===== src/rtl/axi_rd_stride_master.sv =====
// AXI4 read master that turns one strided command into cmd_num equally spaced AR bursts
// and streams the returned R beats to the LSU through a small in-order FIFO.
module axi_rd_stride_master #(
    parameter int ID_WIDTH   = 4,
    parameter int ADDR_WIDTH = 10,
    parameter int DATA_WIDTH = 64,
    parameter int CNT_WIDTH  = 4,
    parameter int OUTSTD     = 16,
    parameter int RBUF_DEPTH = 4
) (
    input  logic                  clk,
    input  logic                  rst,
    input  logic                  cmd_vld,
    output logic                  cmd_rdy,
    input  logic [ADDR_WIDTH-1:0] cmd_addr,
    input  logic [ADDR_WIDTH-1:0] cmd_stride,
    input  logic [CNT_WIDTH-1:0]  cmd_num,
    input  logic [7:0]            cmd_len,
    input  logic [2:0]            cmd_size,
    input  logic [1:0]            cmd_burst,
    output logic                  cmd_done,
    output logic                  cmd_err,
    output logic [ID_WIDTH-1:0]   ARID,
    output logic [ADDR_WIDTH-1:0] ARADDR,
    output logic [7:0]            ARLEN,
    output logic [2:0]            ARSIZE,
    output logic [1:0]            ARBURST,
    output logic [3:0]            ARREGION,
    output logic                  ARVALID,
    input  logic                  ARREADY,
    input  logic [ID_WIDTH-1:0]   RID,
    input  logic [DATA_WIDTH-1:0] RDATA,
    input  logic [1:0]            RRESP,
    input  logic                  RLAST,
    input  logic                  RVALID,
    output logic                  RREADY,
    output logic                  lsu_rvld,
    input  logic                  lsu_rrdy,
    output logic [ID_WIDTH-1:0]   lsu_rid,
    output logic [DATA_WIDTH-1:0] lsu_rdata,
    output logic [1:0]            lsu_rresp,
    output logic                  lsu_rlast
);

    localparam int OW = $clog2(OUTSTD + 1);
    localparam int PW = (RBUF_DEPTH > 1) ? $clog2(RBUF_DEPTH) : 1;
    localparam int FW = PW + 1;
    localparam logic [OW-1:0] OUTSTD_MAX = OW'(OUTSTD);
    localparam logic [FW-1:0] RBUF_FULL  = FW'(RBUF_DEPTH);

    typedef enum logic [1:0] {IDLE, ISSUE, DRAIN} state_e;

    typedef struct packed {
        logic [ID_WIDTH-1:0]   id;
        logic [DATA_WIDTH-1:0] data;
        logic [1:0]            resp;
        logic                  last;
    } rbeat_t;

    state_e                 state_q, state_d;
    logic [CNT_WIDTH-1:0]   issued_q, issued_d;
    logic [CNT_WIDTH-1:0]   num_q, num_d;
    logic [ADDR_WIDTH-1:0]  stride_q, stride_d;
    logic [ADDR_WIDTH-1:0]  araddr_q, araddr_d;
    logic [ID_WIDTH-1:0]    arid_q, arid_d;
    logic [7:0]             arlen_q, arlen_d;
    logic [2:0]             arsize_q, arsize_d;
    logic [1:0]             arburst_q, arburst_d;
    logic [OW-1:0]          outstd_q, outstd_d;
    logic                   err_q, err_d;
    logic                   done_q, done_d;
    logic                   done_err_q, done_err_d;
    logic [PW-1:0]          wr_ptr_q, rd_ptr_q;
    logic [FW-1:0]          cnt_q, cnt_d;
    rbeat_t                 mem_q [RBUF_DEPTH];
    rbeat_t                 head;

    logic arvalid, ar_hs, rready, r_hs, r_last_hs, push, pop;

    assign arvalid   = (state_q == ISSUE) && (outstd_q < OUTSTD_MAX);
    assign ar_hs     = arvalid && ARREADY;
    // RREADY follows FIFO space only; beats are accepted in any state.
    assign rready    = !rst && (cnt_q != RBUF_FULL);
    assign r_hs      = RVALID && rready;
    assign r_last_hs = r_hs && RLAST && (outstd_q != '0);
    assign push      = r_hs;
    assign pop       = lsu_rvld && lsu_rrdy;
    assign cnt_d     = cnt_q + FW'(push) - FW'(pop);

    always_comb begin
        // NOTE: every variable gets a default first, so no branch can leave one unassigned and infer a latch.
        state_d    = state_q;
        issued_d   = issued_q;
        num_d      = num_q;
        stride_d   = stride_q;
        araddr_d   = araddr_q;
        arid_d     = arid_q;
        arlen_d    = arlen_q;
        arsize_d   = arsize_q;
        arburst_d  = arburst_q;
        err_d      = err_q;
        done_d     = 1'b0;
        done_err_d = 1'b0;
        outstd_d   = outstd_q + OW'(ar_hs) - OW'(r_last_hs);

        // A beat with no burst in flight is stray and poisons the command like SLVERR/DECERR.
        if (r_hs && (RRESP[1] || (outstd_q == '0))) err_d = 1'b1;

        if (ar_hs) begin
            issued_d = issued_q + 1'b1;
            araddr_d = araddr_q + stride_q;
            arid_d   = arid_q + 1'b1;
        end

        case (state_q)
            IDLE: begin
                if (cmd_vld) begin
                    num_d     = cmd_num;
                    stride_d  = cmd_stride;
                    araddr_d  = cmd_addr;
                    arlen_d   = cmd_len;
                    arsize_d  = cmd_size;
                    arburst_d = cmd_burst;
                    issued_d  = '0;
                    err_d     = 1'b0;
                    if (cmd_num == '0) done_d = 1'b1;
                    else               state_d = ISSUE;
                end
            end
            ISSUE: begin
                if (ar_hs && (issued_q == num_q - 1'b1)) state_d = DRAIN;
            end
            DRAIN: begin
                if ((outstd_q == '0) && (cnt_q == '0)) begin
                    state_d    = IDLE;
                    done_d     = 1'b1;
                    done_err_d = err_d;
                end
            end
            default: state_d = IDLE;
        endcase
    end

    always_ff @(posedge clk or posedge rst) begin
        if (rst) begin
            state_q    <= IDLE;
            issued_q   <= '0;
            num_q      <= '0;
            stride_q   <= '0;
            araddr_q   <= '0;
            arid_q     <= '0;
            arlen_q    <= '0;
            arsize_q   <= '0;
            arburst_q  <= '0;
            outstd_q   <= '0;
            err_q      <= 1'b0;
            done_q     <= 1'b0;
            done_err_q <= 1'b0;
            wr_ptr_q   <= '0;
            rd_ptr_q   <= '0;
            cnt_q      <= '0;
        end else begin
            // NOTE: non-blocking so every register samples the pre-edge value of the others.
            state_q    <= state_d;
            issued_q   <= issued_d;
            num_q      <= num_d;
            stride_q   <= stride_d;
            araddr_q   <= araddr_d;
            arid_q     <= arid_d;
            arlen_q    <= arlen_d;
            arsize_q   <= arsize_d;
            arburst_q  <= arburst_d;
            outstd_q   <= outstd_d;
            err_q      <= err_d;
            done_q     <= done_d;
            done_err_q <= done_err_d;
            cnt_q      <= cnt_d;
            if (push) wr_ptr_q <= wr_ptr_q + 1'b1;
            if (pop)  rd_ptr_q <= rd_ptr_q + 1'b1;
        end
    end

    // NOTE: FIFO storage is not reset; the head is masked to zero whenever the FIFO is empty.
    always_ff @(posedge clk) begin
        if (push) mem_q[wr_ptr_q] <= {RID, RDATA, RRESP, RLAST};
    end

    assign lsu_rvld  = (cnt_q != '0);
    assign head      = lsu_rvld ? mem_q[rd_ptr_q] : '0;
    assign lsu_rid   = head.id;
    assign lsu_rdata = head.data;
    assign lsu_rresp = head.resp;
    assign lsu_rlast = head.last;

    assign cmd_rdy  = (state_q == IDLE);
    assign cmd_done = done_q;
    assign cmd_err  = done_err_q;
    assign ARVALID  = arvalid;
    assign ARID     = arid_q;
    assign ARADDR   = araddr_q;
    assign ARLEN    = arlen_q;
    assign ARSIZE   = arsize_q;
    assign ARBURST  = arburst_q;
    assign ARREGION = 4'h0;
    assign RREADY   = rready;

endmodule

===== config.mk =====
export PLATFORM = sky130hd
export DESIGN_NAME = axi_rd_stride_master
export DESIGN_NICKNAME = d
export VERILOG_FILES = /design/src/rtl/axi_rd_stride_master.sv
export SDC_FILE = /design/constraint.sdc
export NUM_CORES = 1
export LEC_CHECK = 0
export CAP_MARGIN = 20
export CORE_MARGIN = 2
export CORE_UTILIZATION = 30
export CTS_CLUSTER_DIAMETER = 150
export DETAILED_ROUTE_END_ITERATION = 8
export PLACE_DENSITY = 0.48
export RECOVER_POWER = 25
export SYNTH_ARGS = -nofsm -noshare
export SYNTH_HDL_FRONTEND = slang
export SYNTH_SLANG_ARGS = --single-unit

===== constraint.sdc =====
create_clock -name clk -period 6.55 [get_ports clk]
set_input_delay 1.31 -clock clk [delete_from_list [all_inputs] [get_ports clk]]
set_output_delay 1.31 -clock clk [all_outputs]
set_load 0.005 [all_outputs]

**Word-level counts from Yosys, hierarchy flattened**

Memory sizes are Yosys's and may differ from the RTL's.
Cells that the tools add are included.

- Register bits after elaboration: 62
- Latch bits: 0
- RAM bits: 284
- Memory bits (read-only): 0
- Input port bits: 114
- Output and inout port bits: 108
- Memories: 1

- $add $sub $neg: 10
- Multipliers: 0
- Div/mod/pow operators: 0
- Magnitude comparators: 1
- Equality and inequality tests: 8
- Shift operators: 0
- Mux-type cells: 23
- Bitwise operators: 0
- Reductions and logical operators: 20

Memory list:

| name | words | width | rd ports | clocked after memory_dff | write ports | RTL line | text |
|---|---|---|---|---|---|---|---|
| mem_q | 4 | 71 | 1 | 0 | 1 | 75 | `rbeat_t mem_q [RBUF_DEPTH];` |

Operators by type and width:

| kind | count |
|---|---|
| two-way mux 71 bit | 1 |
| two-way mux 10 bit | 3 |
| two-way mux 4 bit | 3 |
| adder 10 bit | 1 |
| logical AND 1 bit | 10 |
| two-way mux 1 bit | 10 |
| adder 4 x 1 -> 4 bit (second input constant) | 2 |
| two-way mux 2 bit | 4 |
| inequality test 2 bit (second input constant) | 3 |
| case mux 2 bit (3 select lines) | 1 |
| adder 5 x 1 -> 5 bit | 1 |
| zero test 5 bit | 1 |
| less-than comparator 5 bit (second input constant) | 1 |
| nonzero test 5 bit | 1 |
| subtractor 5 x 1 -> 5 bit | 1 |
| adder 2 x 1 -> 2 bit (second input constant) | 2 |
| equality test 4 bit | 1 |
| zero test 4 bit | 1 |
| AND reduction 4 bit | 1 |
| subtractor 4 x 1 -> 4 bit (second input constant) | 1 |
| adder 3 x 1 -> 3 bit | 1 |
| zero test 3 bit | 1 |
| inequality test 3 bit (second input constant) | 1 |
| nonzero test 3 bit | 1 |
| 9 further kinds | 9 |

**Longest topological paths before layout**

- Depth after elaboration: 7
- Mapped depth: 13

**Worst setup path before layout**

OpenSTA, ideal clock, no wires.

- Kind: input -> register
- From: input rst
- To: memory mem_q[0][0] in the netlist's numbering (enable)
- Setup time: 437 ps
- Data arrival time: 3,338 ps
- Data required time: 6,113 ps
- Slack: 2,774 ps
- Cell stages on the path: 2
- Path buffers: 0
- Path through: a21oi_1 > and3_1

- Longest elaborated chain between the ends: 5

RTL lines:

| item | RTL line | text |
|---|---|---|
| from (decl) | 12 | `input logic rst,` |
| zero test 1 bit (no line) | n/a |  |
| logical AND 1 bit | 83 | `assign rready = !rst && (cnt_q != RBUF_FULL);` |
| logical AND 1 bit | 84 | `assign r_hs = RVALID && rready;` |
| two-way mux 1 bit | 185 | `if (push) mem_q[wr_ptr_q] <= {RID, RDATA, RRESP, RLAST};` |
| two-way mux 1 bit (implied by the code) | 185 |  |
| to (decl) | 75 |  |

Every way passes these cells.

**Worst setup path after layout**

- From: register rd_ptr_q[0]
- To: output lsu_rlast

- Longest elaborated chain between the ends: 2

RTL lines:

| item | RTL line | text |
|---|---|---|
| from (decl) | 73 | `logic [PW-1:0] wr_ptr_q, rd_ptr_q;` |
| from (signal assigned) | 179 | `if (pop) rd_ptr_q <= rd_ptr_q + 1'b1;` |
| memory read (4 x 71 bit) | n/a |  |
| two-way mux 71 bit | 189 | `assign head = lsu_rvld ? mem_q[rd_ptr_q] : '0;` |
| to (decl) | 42 | `output logic lsu_rlast` |

Every way passes these cells.

==> flow_summary.yaml <==
synthesis:
  yosys.area_share.simple_pct: 6.058
  synth_cells: 760
  ys_types: 42
  yosys_warnings: 0
  ys_ff_latch: 346
  synthXorXnorAreaFrac_pct: 1.631
  synth_ff_type: "edfxtp_1"
  async_flop_share_pct: 17.92
  synth_enable_flop_cells: 284
  syn-cell-area_mm2: 0.01396
  ys_seq_area_share_pct: 72.20
  synth-compound-area-share_pct: 2.169
  synthAdderAreaFrac_pct: 2.581
  synth_top_family_by_area: "multiplexers"
  synth_mux_area_share_pct: 13.28
  avgSynthCellArea_um2: 18.37
worst_setup_path:
  worst-path-stages: 4
  start_kind: "flop"
  r2r-end: "outstd_q[4]"
  r2r_setup_slack_ps: 3790
  critPathRequiredTime_ps: 5240
  cp.arrival_ps: 3060
  cp_num_buf_inv: 2
  r2r-start: "outstd_q[4]"
  critPathSlowestCell: "dfrtp_4"
  cp_slowest_stage_delay_ps: 760
  crit_family: "buffers and inverters"
  reg2regPathDepth: 11
  crit_type: "reg2out"
  path_max_fanout: 50
  end_kind: "primary output"
  worstPathCellList: "buf_12, mux4_2, and2_1, clkdlybuf4s50_1"
detailed_routing:
  first_pass_iters: 6
  wl_per_cell_um: 19.41
  wl_um: 31700
  vias: 7399
  drt-vias-per-instance: 4.531
  drc: 0
  first_iter_violations: 411
  drtAntennaViolNets: 0
place:
  hpwl_um: 18760
  portBuffers: 217
  dpl-instance-area_mm2: 0.01682
  dp_cells: 1559
  gp_congestion: 0.7548
grt:
  grt_pass1_wl_um: 48290
  globalRouteTotalUtil_pct: 13.38
  grt_pass1_vias: 7860
  antenna_found_initial: 5
  grt_max_degree: 76
  grt.overflow.total: 0
power:
  p_leak_uw: 0.006273
  powerDensity_mw_per_mm2: 450.8
  vdd_drop_max_mv: 0.1953
clock_tree:
  cts_sinks: 346
  cts_hold_buf: 0
  numCtsBuffers: 41
  clk_path_buf_depth: 3
  cts-resized-gates: 0
  cts_max_level: 2
  postCtsSetupBuffers: 0
  cts_tree: "done"
  clk_latency_ps: 550
  cts-root-buf: "clkbuf_16"
  clkTransAtPathRegs_ps: 60
timing:
  min_period_ps: 4371
  rsz0062_at_grt: "false"
  max_freq_ghz: 0.2288
  finalClockSkew_ps: 12.30
  relSlewSlack_pct: 40.18
  hold_viol_final: 0
  drv_slew: 0
  worst_pin_slew_ps: 897.3
  setup_violations: 0
  fin_crit_sh_pct: 66.73
  setup-tns-final_ps: 0
final_layout:
  final_cells: 1633
  fin_area_mm2: 0.01814
  fillers: 4307
  syn2layout_area_growth_pct: 29.95
  drive_above_1_share_pct: 16.80
  layout.nets: 1136
floorplanning:
  chipWidth_um: 219.7
  ioPinCount: 222
  dieArea_mm2: 0.04828
  initial_core_util_pct: 30.18
  die_y_um: 219.7
  rows: 79
  coreArea_mm2: 0.04626
min_path:
  hold_depth: 1
  hold_end: "ARID[3]"
  hold_path_startpoint: "ARID[3]"
  min_path_type: "reg2reg"
flow_run:
  maxCapViolCount: 0
run_status:
  status: "completed"
==> per-layer routing <==
layer	wire (um)	GRT usage (%)	share of wire, %
met5	35	0	0.11
met4	620	3.490	2.0
met3	2470	4.707	7.8
met2	14800	20.90	47
met1	13780	17.74	43
==> layout make-up <==
cell class              instances  area, um^2  area share (%)
diodes                          2       5.005         0.02759
clock buffers                  48        1074           5.917
clock inverters                24       247.7           1.366
inverters                      18       67.56          0.3724
multi-input cells             361        3642           20.08
flip-flops and latches        346       10090           55.60
well taps                     607       759.5           4.186
repair buffers                227        2260           12.46
==> flip-flops by register name, summed over array words and instances (netlist names) <==
name and flops:
mem_q 284, ARADDR 10, stride_q 10, ARLEN 8
outstd_q 5, ARID 4, issued_q 4, num_q 4
ARSIZE 3, cnt_q 3, ARBURST 2, rd_ptr_q 2
state_q 2, wr_ptr_q 2, cmd_done 1, cmd_err 1
err_q 1
==> through the flow <==
| stage | util (%) | hold WS [ps] | setup WS, ps | total power [uW] |
|---|---|---|---|---|
| after global routing | 39.21 | 493.6 | 1945 | 8713 |
| final | 39.22 | 476.3 | 2179 | 8179 |
| after CTS | 39.21 | 482.1 | 2048 | 8380 |
| after global placement | 36.35 | 464.3 | 2326 | 6069 |
| after floorplan | - | 449.7 | 2774 | 4687 |
| after detailed placement | 36.35 | 469.8 | 2322 | 6076 |
==> logic make-up after synthesis <==
family,Yosys count
xor+xnor,26
flops,346
fa+ha+maj,27
buf+inv,56
other cells,1
compound gates,49
simple gates,161
mux,94
==> worst max path at each step <==
stage | startpoint | end
global placement | rst | RREADY
floorplan | rst | mem_q[0][0]
finish | rd_ptr_q[0] | lsu_rlast
CTS | rd_ptr_q[0] | lsu_rlast
global route | rd_ptr_q[0] | lsu_rlast
detailed placement | rst | RREADY
==> Yosys cell counts (all sizes together) (3+ instances only) <==
| master | count | area share (%) |
|---|---|---|
| clkbuf | 10 | 0.27 |
| xnor2 | 16 | 1.0 |
| a21oi | 15 | 0.54 |
| ha | 24 | 2.2 |
| xor2 | 10 | 0.63 |
| nor2 | 21 | 0.56 |
| and3 | 5 | 0.22 |
| a21o | 3 | 0.16 |
| buf | 28 | 1.3 |
| a311oi | 3 | 0.19 |
| o21ai | 15 | 0.54 |
| mux4 | 71 | 11 |
| mux2i | 3 | 0.22 |
| fa | 3 | 0.43 |
| mux2 | 20 | 1.6 |
| and2 | 74 | 3.3 |
| inv | 18 | 0.48 |
| nand3 | 4 | 0.14 |
| dfrtp | 62 | 11 |
| edfxtp | 284 | 61 |
| nand2b | 3 | 0.13 |
| nand2 | 46 | 1.2 |
==> report_power, final <==
group	total [uW]	switching (uW)	internal, uW	leakage [uW]
registers	3060	284	2780	0.00333
logic	2880	1180	1690	0.00230
clock network	2240	907	1340	0.000649
==> cells in the final DEF, fill, tap and decap left out, drive strengths merged, types with 3 or more instances in the layout <==
master	instances
a21oi	15
nor2	21
and2	74
a21o	3
conb	4
nand2	46
o21ai	15
mux2	20
mux2i	3
nand3	4
fa	3
dlygate4sd3	52
mux4	71
a311oi	3
edfxtp	284
clkdlybuf4s50	165
clkbuf	48
buf	10
dfrtp	62
inv	21
ha	24
and3	5
clkinv	16
xnor2	16
xor2	10
bufinv	4
nand2b	3
No activity file was read; power rests on OpenSTA's default activity.
==> RTL change 1, RTL diff (same settings) <==
Re-encode `state_e` (3 states) as one-hot, 3 bits wide.
--- a/src/rtl/axi_rd_stride_master.sv
+++ b/src/rtl/axi_rd_stride_master.sv
@@ -48,7 +48,7 @@
     localparam logic [OW-1:0] OUTSTD_MAX = OW'(OUTSTD);
     localparam logic [FW-1:0] RBUF_FULL  = FW'(RBUF_DEPTH);
 
-    typedef enum logic [1:0] {IDLE, ISSUE, DRAIN} state_e;
+    typedef enum logic [2:0] {IDLE = 3'b001, ISSUE = 3'b010, DRAIN = 3'b100} state_e;
 
     typedef struct packed {
         logic [ID_WIDTH-1:0]   id;
Check against the original RTL: no difference found for any inputs over 4 cycles, from zero or initial values and one cycle with rst high; so few cycles prove little.
==> RTL change 1 against the unedited design <==
  * Hold slack worse by 0.0026 ns
  * Area after synthesis rose by 0.27%
  * Routed wire length up 2.8%
  * Sequential cell count is 1 higher
  * First-iteration DRC count down 6.3%
  * Die area increased by 0.26%
  * Cell count is 2.8% higher
  * Setup slack worse by 0.012 ns
  * Cell area is 0.22% lower
  * Synthesized cell count increased by 6.2%
  * Total power decreased by 2.9%
  * Clock power fell by 7%
  * Clock skew rose by 0.00054 ns
  * Largest cell class unchanged
==> RTL change 1: results (changes against the unedited design) <==
cts-htree-levels: 2  # unchanged
synth-compound-area-share: 0.02235  # +0.0006569
grt_pass1_wl_um: 49550  # +2.6%
routabilityCongestion: 0.7272  # -3.7%
synth-async-reset-ratio: 0.1816  # +0.002365
cts_buffers: 40  # -2.4%
place_area_mm2: 0.01688  # +0.40%
synth_cell_types: 43  # +2.4%
grt_usage: 0.1366  # +0.002835
p_leak_nw: 6.333  # +0.96%
p_int_mw: 5.610  # -3.4%
worstReg2RegStart: "state_q[2]"
synth-xor-area-share: 0.01627  # -0.00004374
antenna_found_initial: 2  # -3
drt_iter0_markers: 385  # -6.3%
synth_area_leaders: "edfxtp_1, mux4_2, dfrtp_1, and2_1, nand2_1"
fin_skew_ns: 0.01284  # +0.0005423 ns
muxShareOfSynthArea: 0.1142  # -0.01859
tightest_slew_ns: 0.9839  # +0.08656 ns
wl_per_cell_um: 19.42  # about the same
hold_ws_ns: 0.4738  # -0.002574 ns
drt_pass1_iterations: 4  # -2
grt_max_degree: 64  # -16%
worst-r2r-setup-slack_ns: 3.28  # -0.51 ns
grt_pass1_vias: 8240  # +4.8%
yosys.area_share.adder: 0.02574  # -0.00006921
finalNetCount: 1181  # +4.0%
hpwl_um: 19750  # +5.3%
cp_data_arrival_time_ns: 3.07  # about the same
synth_commonest_cells: "edfxtp_1, nand2_1, and2_1, mux4_2, dfrtp_1"
whs_endpoint: "ARLEN[4]"
vias_per_cell: 4.563  # +0.71%
synth-seq-area-share: 0.7219  # about the same
drive_gt1_frac: 0.1347  # -0.03326
r2r_cells: 13  # +2
peakVddDrop_mv: 0.2109  # +8.0%
synth_edf_count: 284  # unchanged
status: "completed"
place_ws_ns: 2.381  # +0.05866 ns
crit_path_start: "rd_ptr_q[1]"
holdPathStages: 2  # +1
critPathMaxFanout: 48  # -4.0%
min_from: "ARLEN[4]"
==> RTL change 1: power groups by stage <==
| stage | combinational [mW] | sequential [mW] | clock [mW] |
|---|---|---|---|
| detailed placement | 2.87 | 3.11 | 0 |
| floorplan | 1.62 | 2.95 | 0 |
| global placement | 2.87 | 3.11 | 0 |
| CTS | 2.88 | 3.07 | 2.16 |
| finish | 2.81 | 3.05 | 2.09 |
| global route | 3.08 | 3.11 | 2.24 |
==> RTL change 1: cell type report <==
class	count	area, um2
fillers	4333	28160
flip-flops and latches	347	10110
multi-input cells	405	3665
repair buffers	227	2272
clock buffers	54	1074
well taps	607	759.5
clock inverters	17	140.1
inverters	19	73.82
diodes	2	5.005
==> RTL change 1: critical path, stage by stage (launching register included) <==
cell and delay (ns):
dfrtp_4 0.96, buf_4 0.51, mux4_2 0.37, and2_1 0.17, clkdlybuf4s50_1 0.51
==> RTL change 1: metal layers <==
metal | vias up | routed length (um) | track usage | share of wire
met2 | 202 | 15750 | 0.2275 | 0.48
met1 | 3902 | 14210 | 0.1768 | 0.44
met3 | 50 | 1949 | 0.03188 | 0.060
met5 | - | 29 | 0 | 0.00089
met4 | 4 | 654 | 0.04228 | 0.020
li1 | 3499 | - | - | -
==> RTL change 1: worst max path at each step <==
stage	to	cells past startpoint	slack, ns
2_1_floorplan	mem_q[0][0]	2	2.77
3_3_place_gp	outstd_q[4]	15	2.38
3_5_place_dp	outstd_q[4]	15	2.38
4_1_cts	lsu_rdata[27]	4	2.08
5_1_grt	lsu_rdata[27]	4	2.04
6_report	lsu_rdata[27]	4	2.17
==> RTL change 1: metrics by stage <==
stage	utilization	cells	total power, mW
finish	0.3913	1678	7.946
global route	0.3912	1676	8.430
CTS	0.3912	1676	8.114
detailed placement	0.3650	1605	5.979
global placement	0.3650	1605	5.980
floorplan	-	810	4.579
==> RTL change 2, RTL diff (config.mk and constraints unchanged) <==
Made on the original files. `RBUF_DEPTH`: 4 -> 2.
--- a/src/rtl/axi_rd_stride_master.sv
+++ b/src/rtl/axi_rd_stride_master.sv
@@ -6,7 +6,7 @@
     parameter int DATA_WIDTH = 64,
     parameter int CNT_WIDTH  = 4,
     parameter int OUTSTD     = 16,
-    parameter int RBUF_DEPTH = 4
+    parameter int RBUF_DEPTH = 2
 ) (
     input  logic                  clk,
     input  logic                  rst,
Formal check against the unedited RTL: not equivalent (Yosys sat finds a counterexample within 4 cycles, from zero or initial values and one cycle with rst high).
==> RTL change 2 against the unedited design <==
  * Setup slack gained 0.14 ns
  * Area after synthesis decreased by 40%
  * Global-route usage barely moved
  * Routed wire length decreased by 36%
  * Total power decreased by 34%
  * Highest routed layer is now met4
  * Count of clock-buffer cells in the layout shrank 20
  * Cell area fell by 35%
  * Critical endpoint is now lsu_rresp[1]
  * Largest cell class unchanged
  * Hold slack gained 0.0080 ns
  * Sequential cell count is 145 lower
  * Core utilization grew 3.4 points
  * Clock skew is 0.0092 ns higher
  * First-iteration DRC count down 25%
==> RTL change 2: results (changes against the unedited design) <==
largest_reg_flops: 142  # -50%
synth-compound-area-share: 0.03823  # +0.01654
place_inst: 1153  # -26%
antenna_found_initial: 0  # -5
synth_cell_types: 50  # +19%
whs_endpoint: "ARID[3]"
synth_area_leaders: "edfxtp_1, dfrtp_1, mux2i_1, nor2_1, mux2_2"
p_leak_nw: 4.532  # -28%
crit_path_end: "lsu_rresp[1]"
cts-htree-levels: 1  # -1
drive_gt1_frac: 0.1000  # -0.06797
finalNetCount: 938  # -17%
yosys.area_share.adder: 0.03451  # +0.008702
top_layer_used: "met4"
period_share: 0.6462  # -0.02118
maxSlewHeadroom: 0.2969  # -0.1049
min_from: "ARID[3]"
hpwl_um: 13710  # -27%
cp_data_arrival_time_ns: 2.92  # -0.14 ns
r2r_cells: 14  # +3
fin_skew_ns: 0.02149  # +0.009189 ns
avgSynthCellArea_um2: 14.53  # -21%
status: "completed"
synth_commonest_cells: "edfxtp_1, nor2_1, mux2i_1, dfrtp_1, nand2_1"
worst-r2r-setup-slack_ns: 3.72  # -0.07 ns
grt_usage: 0.1339  # +0.0001719
dr_total_vias: 5311  # -28%
grt_pass1_wl_um: 30720  # -36%
synth-seq-area-share: 0.6825  # -0.03946
hp-class: "flop to flop"
drt_pass1_iterations: 4  # -2
wl_per_cell_um: 16.85  # -13%
synth-xor-area-share: 0.02603  # +0.009723
routedLengthMet1_um: 9210  # -33%
grt_pass1_vias: 5489  # -30%
critPathMaxFanout: 41  # -18%
synth_edf_count: 142  # -50%
wl_met3_um: 1389  # -44%
worstReg2RegStart: "cnt_q[0]"
place_ws_ns: 2.441  # +0.1192 ns
place_area_mm2: 0.01097  # -35%
synth-async-reset-ratio: 0.2935  # +0.1143
hold_ws_ns: 0.4843  # +0.007957 ns
grt_max_degree: 73  # -3.9%
RTL change 2: per-layer routing:
layer	global-route usage	vias to the layer above
li1	-	2522
met1	0.1837	2587
met2	0.2167	179
met3	0.03129	23
met4	0.02874	0
met5	0	-
RTL change 2: report_power, final:
part           leakage (nW)  switching (mW)  total, mW  internal (mW)
sequential             2.01           0.245       1.92           1.67
clock                 0.388           0.518       1.31          0.796
combinational          2.14           0.953       2.15           1.20
RTL change 2: layout make-up:
| cell class | count | area, um2 |
|---|---|---|
| Tap cell | 378 | 473.0 |
| Inverter | 20 | 75.07 |
| Antenna cell | 1 | 2.502 |
| Fill cell | 2570 | 15910 |
| Sequential cell | 201 | 5744 |
| Multi-Input combinational cell | 332 | 2472 |
| Timing Repair Buffer | 223 | 2237 |
| Clock buffer | 28 | 615.6 |
| Clock inverter | 16 | 175.2 |
RTL change 2: worst max-delay path: stages (launching register included):
cell and delay (ns):
dfrtp_4 0.89, buf_4 0.59, mux2i_1 0.15, nor2_1 0.12
clkdlybuf4s50_1 0.59
